$ cat src/rtl/v_store_stream_ctrl.sv
// v_store_stream_ctrl: vector-store front end for the axim_ctrl write path.
// Takes one store request at a time, buffers the store words in a first-word-fall-through
// FIFO, starts axim_ctrl with an aligned address and byte count, streams the words out,
// and reports completion once axim_ctrl signals the write is done.
module v_store_stream_ctrl #(
    parameter int C_M_AXI_ADDR_WIDTH = 32,
    parameter int C_M_AXI_DATA_WIDTH = 32,
    parameter int C_XFER_SIZE_WIDTH  = 32,
    parameter int FIFO_DEPTH         = 16
) (
    input  logic                          clk,
    input  logic                          rst,
    input  logic                          req_valid,
    output logic                          req_ready,
    input  logic [C_M_AXI_ADDR_WIDTH-1:0] req_base_addr,
    input  logic [C_XFER_SIZE_WIDTH-1:0]  req_bytes,
    output logic                          req_done,
    output logic                          busy,
    input  logic                          st_tvalid,
    output logic                          st_tready,
    input  logic [C_M_AXI_DATA_WIDTH-1:0] st_tdata,
    output logic                          ctrl_wstart,
    output logic [C_M_AXI_ADDR_WIDTH-1:0] ctrl_waddr_offset,
    output logic [C_XFER_SIZE_WIDTH-1:0]  ctrl_wxfer_size,
    output logic                          wr_tvalid,
    input  logic                          wr_tready,
    output logic [C_M_AXI_DATA_WIDTH-1:0] wr_tdata,
    input  logic                          ctrl_wdone
);

    localparam int BPB     = C_M_AXI_DATA_WIDTH / 8;
    localparam int LOG_BPB = $clog2(BPB);
    localparam int PTR_W   = $clog2(FIFO_DEPTH);
    localparam int CNT_W   = PTR_W + 1;

    localparam logic [C_M_AXI_ADDR_WIDTH-1:0] ADDR_LOW_MASK = C_M_AXI_ADDR_WIDTH'(BPB - 1);
    localparam logic [C_XFER_SIZE_WIDTH-1:0]  SIZE_LOW_MASK = C_XFER_SIZE_WIDTH'(BPB - 1);

    typedef enum logic [2:0] {
        S_IDLE,
        S_START,
        S_STREAM,
        S_WAIT,
        S_DONE
    } state_t;

    state_t state;
    state_t state_next;

    logic [C_XFER_SIZE_WIDTH-1:0]  beats;
    logic [C_XFER_SIZE_WIDTH-1:0]  in_cnt;
    logic [C_XFER_SIZE_WIDTH-1:0]  out_cnt;
    logic                          wdone_seen;

    logic [C_M_AXI_DATA_WIDTH-1:0] fifo_mem [FIFO_DEPTH];
    logic [PTR_W-1:0]              wr_ptr;
    logic [PTR_W-1:0]              rd_ptr;
    logic [CNT_W-1:0]              fifo_count;
    logic                          fifo_full;
    logic                          fifo_empty;

    logic                          req_fire;
    logic                          push;
    logic                          pop;

    assign beats      = req_bytes >> LOG_BPB;
    assign fifo_full  = (fifo_count == CNT_W'(FIFO_DEPTH));
    assign fifo_empty = (fifo_count == '0);
    assign req_fire   = req_valid && req_ready;
    assign push       = st_tvalid && st_tready;
    assign pop        = wr_tvalid && wr_tready;
    assign busy       = (state != S_IDLE);
    assign wr_tdata   = fifo_mem[rd_ptr];

    // Next-state decode and handshake outputs for the request/stream sequencing
    always_comb begin
        state_next  = state;
        req_ready   = 1'b0;
        req_done    = 1'b0;
        ctrl_wstart = 1'b0;
        st_tready   = 1'b0;
        wr_tvalid   = 1'b0;
        case (state)
            S_IDLE: begin
                req_ready = 1'b1;
                if (req_valid) begin
                    state_next = (beats == '0) ? S_DONE : S_START;
                end
            end
            S_START: begin
                ctrl_wstart = 1'b1;
                st_tready   = !fifo_full && (in_cnt != '0);
                state_next  = S_STREAM;
            end
            S_STREAM: begin
                st_tready = !fifo_full && (in_cnt != '0);
                wr_tvalid = !fifo_empty;
                if ((out_cnt == '0) ||
                    (!fifo_empty && wr_tready && (out_cnt == C_XFER_SIZE_WIDTH'(1)))) begin
                    state_next = S_WAIT;
                end
            end
            S_WAIT: begin
                if (ctrl_wdone || wdone_seen) begin
                    state_next = S_DONE;
                end
            end
            S_DONE: begin
                req_done   = 1'b1;
                state_next = S_IDLE;
            end
            default: begin
                state_next = S_IDLE;
            end
        endcase
    end

    // State register, request latches, beat counters and the early-wdone flag
    always_ff @(posedge clk) begin
        if (rst) begin
            state             <= S_IDLE;
            ctrl_waddr_offset <= '0;
            ctrl_wxfer_size   <= '0;
            in_cnt            <= '0;
            out_cnt           <= '0;
            wdone_seen        <= 1'b0;
        end else begin
            state <= state_next;
            if (req_fire) begin
                ctrl_waddr_offset <= req_base_addr & ~ADDR_LOW_MASK;
                ctrl_wxfer_size   <= req_bytes & ~SIZE_LOW_MASK;
                in_cnt            <= beats;
                out_cnt           <= beats;
            end else begin
                if (push && (in_cnt != '0)) begin
                    in_cnt <= in_cnt - C_XFER_SIZE_WIDTH'(1);
                end
                if (pop && (out_cnt != '0)) begin
                    out_cnt <= out_cnt - C_XFER_SIZE_WIDTH'(1);
                end
            end
            if (state_next == S_IDLE) begin
                wdone_seen <= 1'b0;
            end else if (ctrl_wdone && (state != S_IDLE)) begin
                wdone_seen <= 1'b1;
            end
        end
    end

    // FIFO storage; contents need no reset because the pointers define validity
    always_ff @(posedge clk) begin
        if (push) begin
            fifo_mem[wr_ptr] <= st_tdata;
        end
    end

    // FIFO pointers and occupancy; a simultaneous push and pop keeps the count
    always_ff @(posedge clk) begin
        if (rst) begin
            wr_ptr     <= '0;
            rd_ptr     <= '0;
            fifo_count <= '0;
        end else begin
            if (push) begin
                wr_ptr <= wr_ptr + PTR_W'(1);
            end
            if (pop) begin
                rd_ptr <= rd_ptr + PTR_W'(1);
            end
            case ({push, pop})
                2'b10:   fifo_count <= fifo_count + CNT_W'(1);
                2'b01:   fifo_count <= fifo_count - CNT_W'(1);
                default: fifo_count <= fifo_count;
            endcase
        end
    end

endmodule

$ cat config.mk
export PLATFORM = sky130hd
export DESIGN_NAME = v_store_stream_ctrl
export DESIGN_NICKNAME = d
export VERILOG_FILES = /design/src/rtl/v_store_stream_ctrl.sv
export SDC_FILE = /design/constraint.sdc
export NUM_CORES = 1
export LEC_CHECK = 0
export CORE_ASPECT_RATIO = 0.7
export CORE_MARGIN = 10
export CORE_UTILIZATION = 30
export DETAILED_ROUTE_END_ITERATION = 6
export SYNTH_ARGS = -nofsm -noshare
export SYNTH_HDL_FRONTEND = slang
export SYNTH_SLANG_ARGS = --single-unit
$ cat constraint.sdc
create_clock -name clk -period 5.8 [get_ports clk]
set_input_delay 0.58 -clock clk [delete_from_list [all_inputs] [get_ports clk]]
set_output_delay 0.58 -clock clk [all_outputs]
set_load 0.01 [all_outputs]
# [After elaboration in Yosys (flattened, before gate mapping)]
# Memory sizes are Yosys's and may differ from the RTL's. A register that Yosys moved wholly into a read port is not among the register bits.
# Index checks and enable logic that the tools add are counted.
[totals] ff_bits=141 mem_bits_rw=512 inputBits=102 output_inout_bits=102 elab_cells=72 memories=1
[memory_table] name="fifo_mem" words=16 width=32 read_ports=1 rd_ports_with_merged_regs=1 wr=1 line="55" rtl="logic [C_M_AXI_DATA_WIDTH-1:0] fifo_mem [FIFO_DEPTH];"
[op_classes] add_sub_neg=6 eq_ne=8 mux=19 n_reduce_logical=27
[ops] operator="30-bit two-way mux" count=4
[ops] operator="32-bit logical NOT" count=2
[ops] operator="32-bit nonzero test" count=2
[ops] operator="32-bit by 1-bit subtractor with 32-bit output, second input constant" count=2
[ops] operator="32-bit by 1-bit equality test with 1-bit output, second input constant" count=1
[ops] operator="3-bit two-way mux" count=4
[ops] operator="3-bit one-hot mux with 4 select lines" count=1
[ops] operator="5-bit one-hot mux with 2 select lines" count=1
[ops] operator="1-bit logical AND" count=9
[ops] operator="4-bit by 1-bit adder with 4-bit output, second input constant" count=2
[ops] operator="4-bit two-way mux" count=2
[ops] operator="1-bit two-way mux" count=7
[ops] operator="3-bit by 2-bit equality test with 1-bit output, second input constant" count=2
[ops] operator="3-bit logical NOT" count=2
[ops] operator="2-bit nonzero test" count=3
[ops] operator="2-bit OR reduction" count=3
[ops] operator="5-bit by 1-bit adder with 5-bit output, second input constant" count=1
[ops] operator="5-bit equality test, second input constant" count=1
[ops] operator="5-bit logical NOT" count=1
[ops] operator="5-bit by 1-bit subtractor with 5-bit output, second input constant" count=1
[ops] operator="3-bit by 1-bit equality test with 1-bit output, second input constant" count=1
[ops] operator="3-bit equality test, second input constant" count=1
[ops] operator="3-bit nonzero test" count=1
[ops] operator="2-bit by 1-bit equality test with 1-bit output, second input constant" count=1
[ops] operator="other kinds (3)" count=5

# [Longest topological paths before layout]
[logic_depth] word_depth=9 ltp_mapped=18 depth_no_buf=15

# [Worst setup path before layout]
# No wires, ideal clock.
[synth_timing] path_type="reg-to-reg" start="register in_cnt[0]" end="memory fifo_mem[0][0] (enable)" t_arrival_ns=3.847 setup_slack_ns=1.492 path_stages_with_launch=10 path_buffers=2 synth_period_minus_slack_ns=4.308 path_cell_list="dfxtp_1 -> inv_1 -> ha_1 -> nor3b_1 -> and2_1 -> buf_2 -> a31oi_4 -> buf_6 -> nand2_1 -> nor3_1"
[synth_between] elab_chain_cells=6
[synth_rtl] element="start: declaration" line="51" rtl="logic [C_XFER_SIZE_WIDTH-1:0] in_cnt;"
[synth_rtl] element="start signal: assignment" line="132" rtl="in_cnt <= beats;"
[synth_rtl] element="start signal: assignment" line="136" rtl="in_cnt <= in_cnt - C_XFER_SIZE_WIDTH'(1);"
[synth_rtl] element="32-bit nonzero test" line="92, 96"
[synth_rtl] element="1-bit logical AND" line="92, 96"
[synth_rtl] element="1-bit two-way mux"
[synth_rtl] element="1-bit logical AND" line="70" rtl="assign push = st_tvalid && st_tready;"
[synth_rtl] element="1-bit two-way mux" line="152" rtl="if (push) begin"
[synth_rtl] element="1-bit two-way mux (implied by the code)" line="153" rtl="fifo_mem[wr_ptr] <= st_tdata;"
[synth_rtl] element="end: declaration" line="55"
# Every way passes these cells.

==> impl_metrics.tcl <==
set metrics [dict create \
    cts_root_buf "clkbuf_16" \
    max_slew_margin 0.181 \
    powerDensity_mw_per_mm2 321 \
    cts_buffer_depth 3 \
    htreeDepth 3 \
    status "completed" \
    drive_gt1_frac 0.186 \
    synth_common_cells "512 x edfxtp_1, 160 x mux4_2, 155 x nand2_1" \
    max_stage_delay_ns 0.90 \
    grt_pass1_vias 14700 \
    path_max_fanout 37 \
    worstPathRequired_ns 5.22 \
    gr-usage-all-layers 0.125 \
    yosysWarnings 0 \
    fmax_ghz 0.235 \
    cpMaxStageDelayCell "dfxtp_4" \
    routed_wl_mm 63.0 \
    synthesis.area_mm2 0.0260 \
    vias_per_cell 4.86 \
    dpl.hpwl_mm 38.0 \
    synth_top_family_by_area "multiplexers" \
    globalplace.congestion 0.790 \
    ys_ff_latch 657 \
    synth_edf_count 512 \
    start_util 0.302 \
    finalSetupViolations 0 \
    postCtsHoldBufs 0 \
    clk_pin_slew_ns 0.06 \
    synth_fa_ha_area_frac 0.00625 \
    cts_sinks 657 \
    synthMuxAreaShare 0.140 \
    cts_setup_buffers 0 \
    die_h_um 266 \
    drc_errors 0 \
    die_x_um 372 \
    rsz0062_at_grt "false" \
    synthTopCellsByArea "edfxtp_1 59%, mux4_2 14%, dfxtp_1 11%" \
    yosysUniqueCellTypes 66 \
    fin_crit_sh 0.734 \
    grt_pass1_wl_mm 94.5 \
    final_area_mm2 0.0315 \
    fin_skew_ns 0.0252 \
    drv_cap 0 \
    fin_nets 1855 \
    vias 14300 \
    die_area_mm2 0.0991 \
    crit_chain "buf_4, mux4_2, mux4_2, clkdlybuf4s50_1" \
    drt_iter0_markers 1198 \
    p_leak_uw 0.00972 \
    synth-compound-area-share 0.0478 \
    startpoint_type "flop" \
    post_cts_resized 0 \
    io_buffer_count 195 \
    worst_slew_pin_slew_ns 1.23 \
    coreArea_mm2 0.0860 \
    drv_slew 0 \
    end_kind "output pin" \
    cts_tree "done" \
    io_pins 204 \
    grt_max_degree 117 \
    first_pass_iters 5 \
    cts_made_buffers 68 \
    area_growth_syn_to_layout_pct 21.1 \
    synth_simple_gate_area_frac 0.0655 \
    grt-ovfl-total 0 \
    min_path_type "reg2reg" \
    ys_async_sr_fraction 0 \
    placed_area_mm2 0.0294 \
    wl_per_cell_um 21.4 \
    syn_avg_cell_area_um2 17.0 \
    layout_min_cycle_time_ns 4.26 \
    cp.arrival_ns 3.68 \
    ant_nets 0 \
    row_count 90 \
    path_common_cell "mux4_2" \
    synth_most_common_cell "edfxtp_1" \
    antenna_found_initial 6 \
    syn_inst 1533 \
    hold_viol 0 \
    clk_latency_ns 0.61 \
    peakVddDrop_v 0.000177 \
    crit_type "reg2out" \
    tns_ns 0 \
    seq_area_frac_synth 0.703 \
    yosys.area.top_type "edfxtp_1" \
    yosys.area_share.xor_xnor 0.0202 \
    finalPower_uw 10100 \
    yosysTopAreaCellShare 0.591 \
    synth_flop_cell "edfxtp_1" \
]
## per-layer routing
metal	vias to the layer above	global-route usage	routed length (um)
li1	6445	-	-
met1	7413	0.170	28000
met2	317	0.203	30700
met3	88	0.0236	3090
met4	6	0.0347	1200
met5	-	0	26
## registers in the layout, summed over array words and instances, names as in the netlist, 4 cells and up, named ones only
name               count
ctrl_waddr_offset     30
ctrl_wxfer_size       30
fifo_count             5
fifo_mem             512
in_cnt                32
out_cnt               32
rd_ptr                 4
wr_ptr                 4
## layout make-up
type | instances | area, um^2
Multi-Input combinational cell | 775 | 7410
Inverter | 13 | 48.8
Clock buffer | 83 | 1820
Sequential cell | 657 | 18300
Timing Repair Buffer | 225 | 2200
Tap cell | 1150 | 1440
Antenna cell | 1 | 2.50
Fill cell | 8042 | 54500
Clock inverter | 35 | 309
## cells in the final DEF (no fill, tap or decap), types with 5 or more instances in the layout
cell type / n
xnor2_1: 24
clkinv_2: 8
nor2_4: 12
nor4_2: 5
a31oi_1: 8
nand2b_1: 6
clkbuf_1: 10
nand3_1: 14
clkbuf_16: 69
nor2_1: 48
buf_4: 29
a211oi_1: 11
dfxtp_1: 141
clkinv_1: 12
nand2_1: 155
clkdlybuf4s50_1: 194
nand3b_1: 7
mux4_2: 160
o21ai_0: 5
o21bai_1: 25
edfxtp_1: 512
inv_1: 15
nand4_1: 9
xor2_1: 36
a21oi_1: 112
ha_1: 13
nor4_1: 18
nor3_1: 31
## power by group
| part | switching [uW] | total [uW] | internal [uW] |
|---|---|---|---|
| Clock | 1830 | 4170 | 2350 |
| Combinational | 398 | 702 | 304 |
| Sequential | 76.2 | 5240 | 5170 |
| Total | 2300 | 10100 | 7820 |
## logic make-up (layout without fill, tap and decap cells)
family / count (synthesis) / after routing
xor+xnor: 60 / 60
fa+ha+maj: 13 / 13
compound gates: 191 / 191
mux: 163 / 163
other cells: 1 / 5
flops: 657 / 657
simple gates: 344 / 344
buf+inv: 104 / 356
## per-stage QoR
step / cells / util / setup slack, ns / hold slack, ns
2_1_floorplan: 1536 / - / 1.49 / 0.448
3_3_place_gp: 2820 / 0.342 / 1.81 / 0.443
3_5_place_dp: 2820 / 0.342 / 1.70 / 0.448
4_1_cts: 2938 / 0.366 / 1.37 / 0.456
5_1_grt: 2939 / 0.366 / 1.27 / 0.467
6_report: 2939 / 0.366 / 1.54 / 0.451
## worst max-delay path: cells and delay by family (launching register included)
family	cells	cell delay (ns)
multiplexers	2	1.10
buffers and inverters	2	1.04
flip-flops	1	0.90
## worst paths after layout
kind | cells after the start | startpoint | to | slack [ns]
max reg2reg | 13 | in_cnt[19]$_SDFFE_PP0P_ | fifo_count[4]$_SDFFE_PP0P_ | 2.02
max | 4 | flop | wr_tdata[0] | 1.54
min reg2reg | 2 | ctrl_wxfer_size[17]$_SDFFE_PP0P_ | ctrl_wxfer_size[17]$_SDFFE_PP0P_ | 0.45
min | 2 | ctrl_wxfer_size[17]$_SDFFE_PP0P_ | ctrl_wxfer_size[17]$_SDFFE_PP0P_ | 0.45
Note: power is estimated with default switching activity, not from simulation.
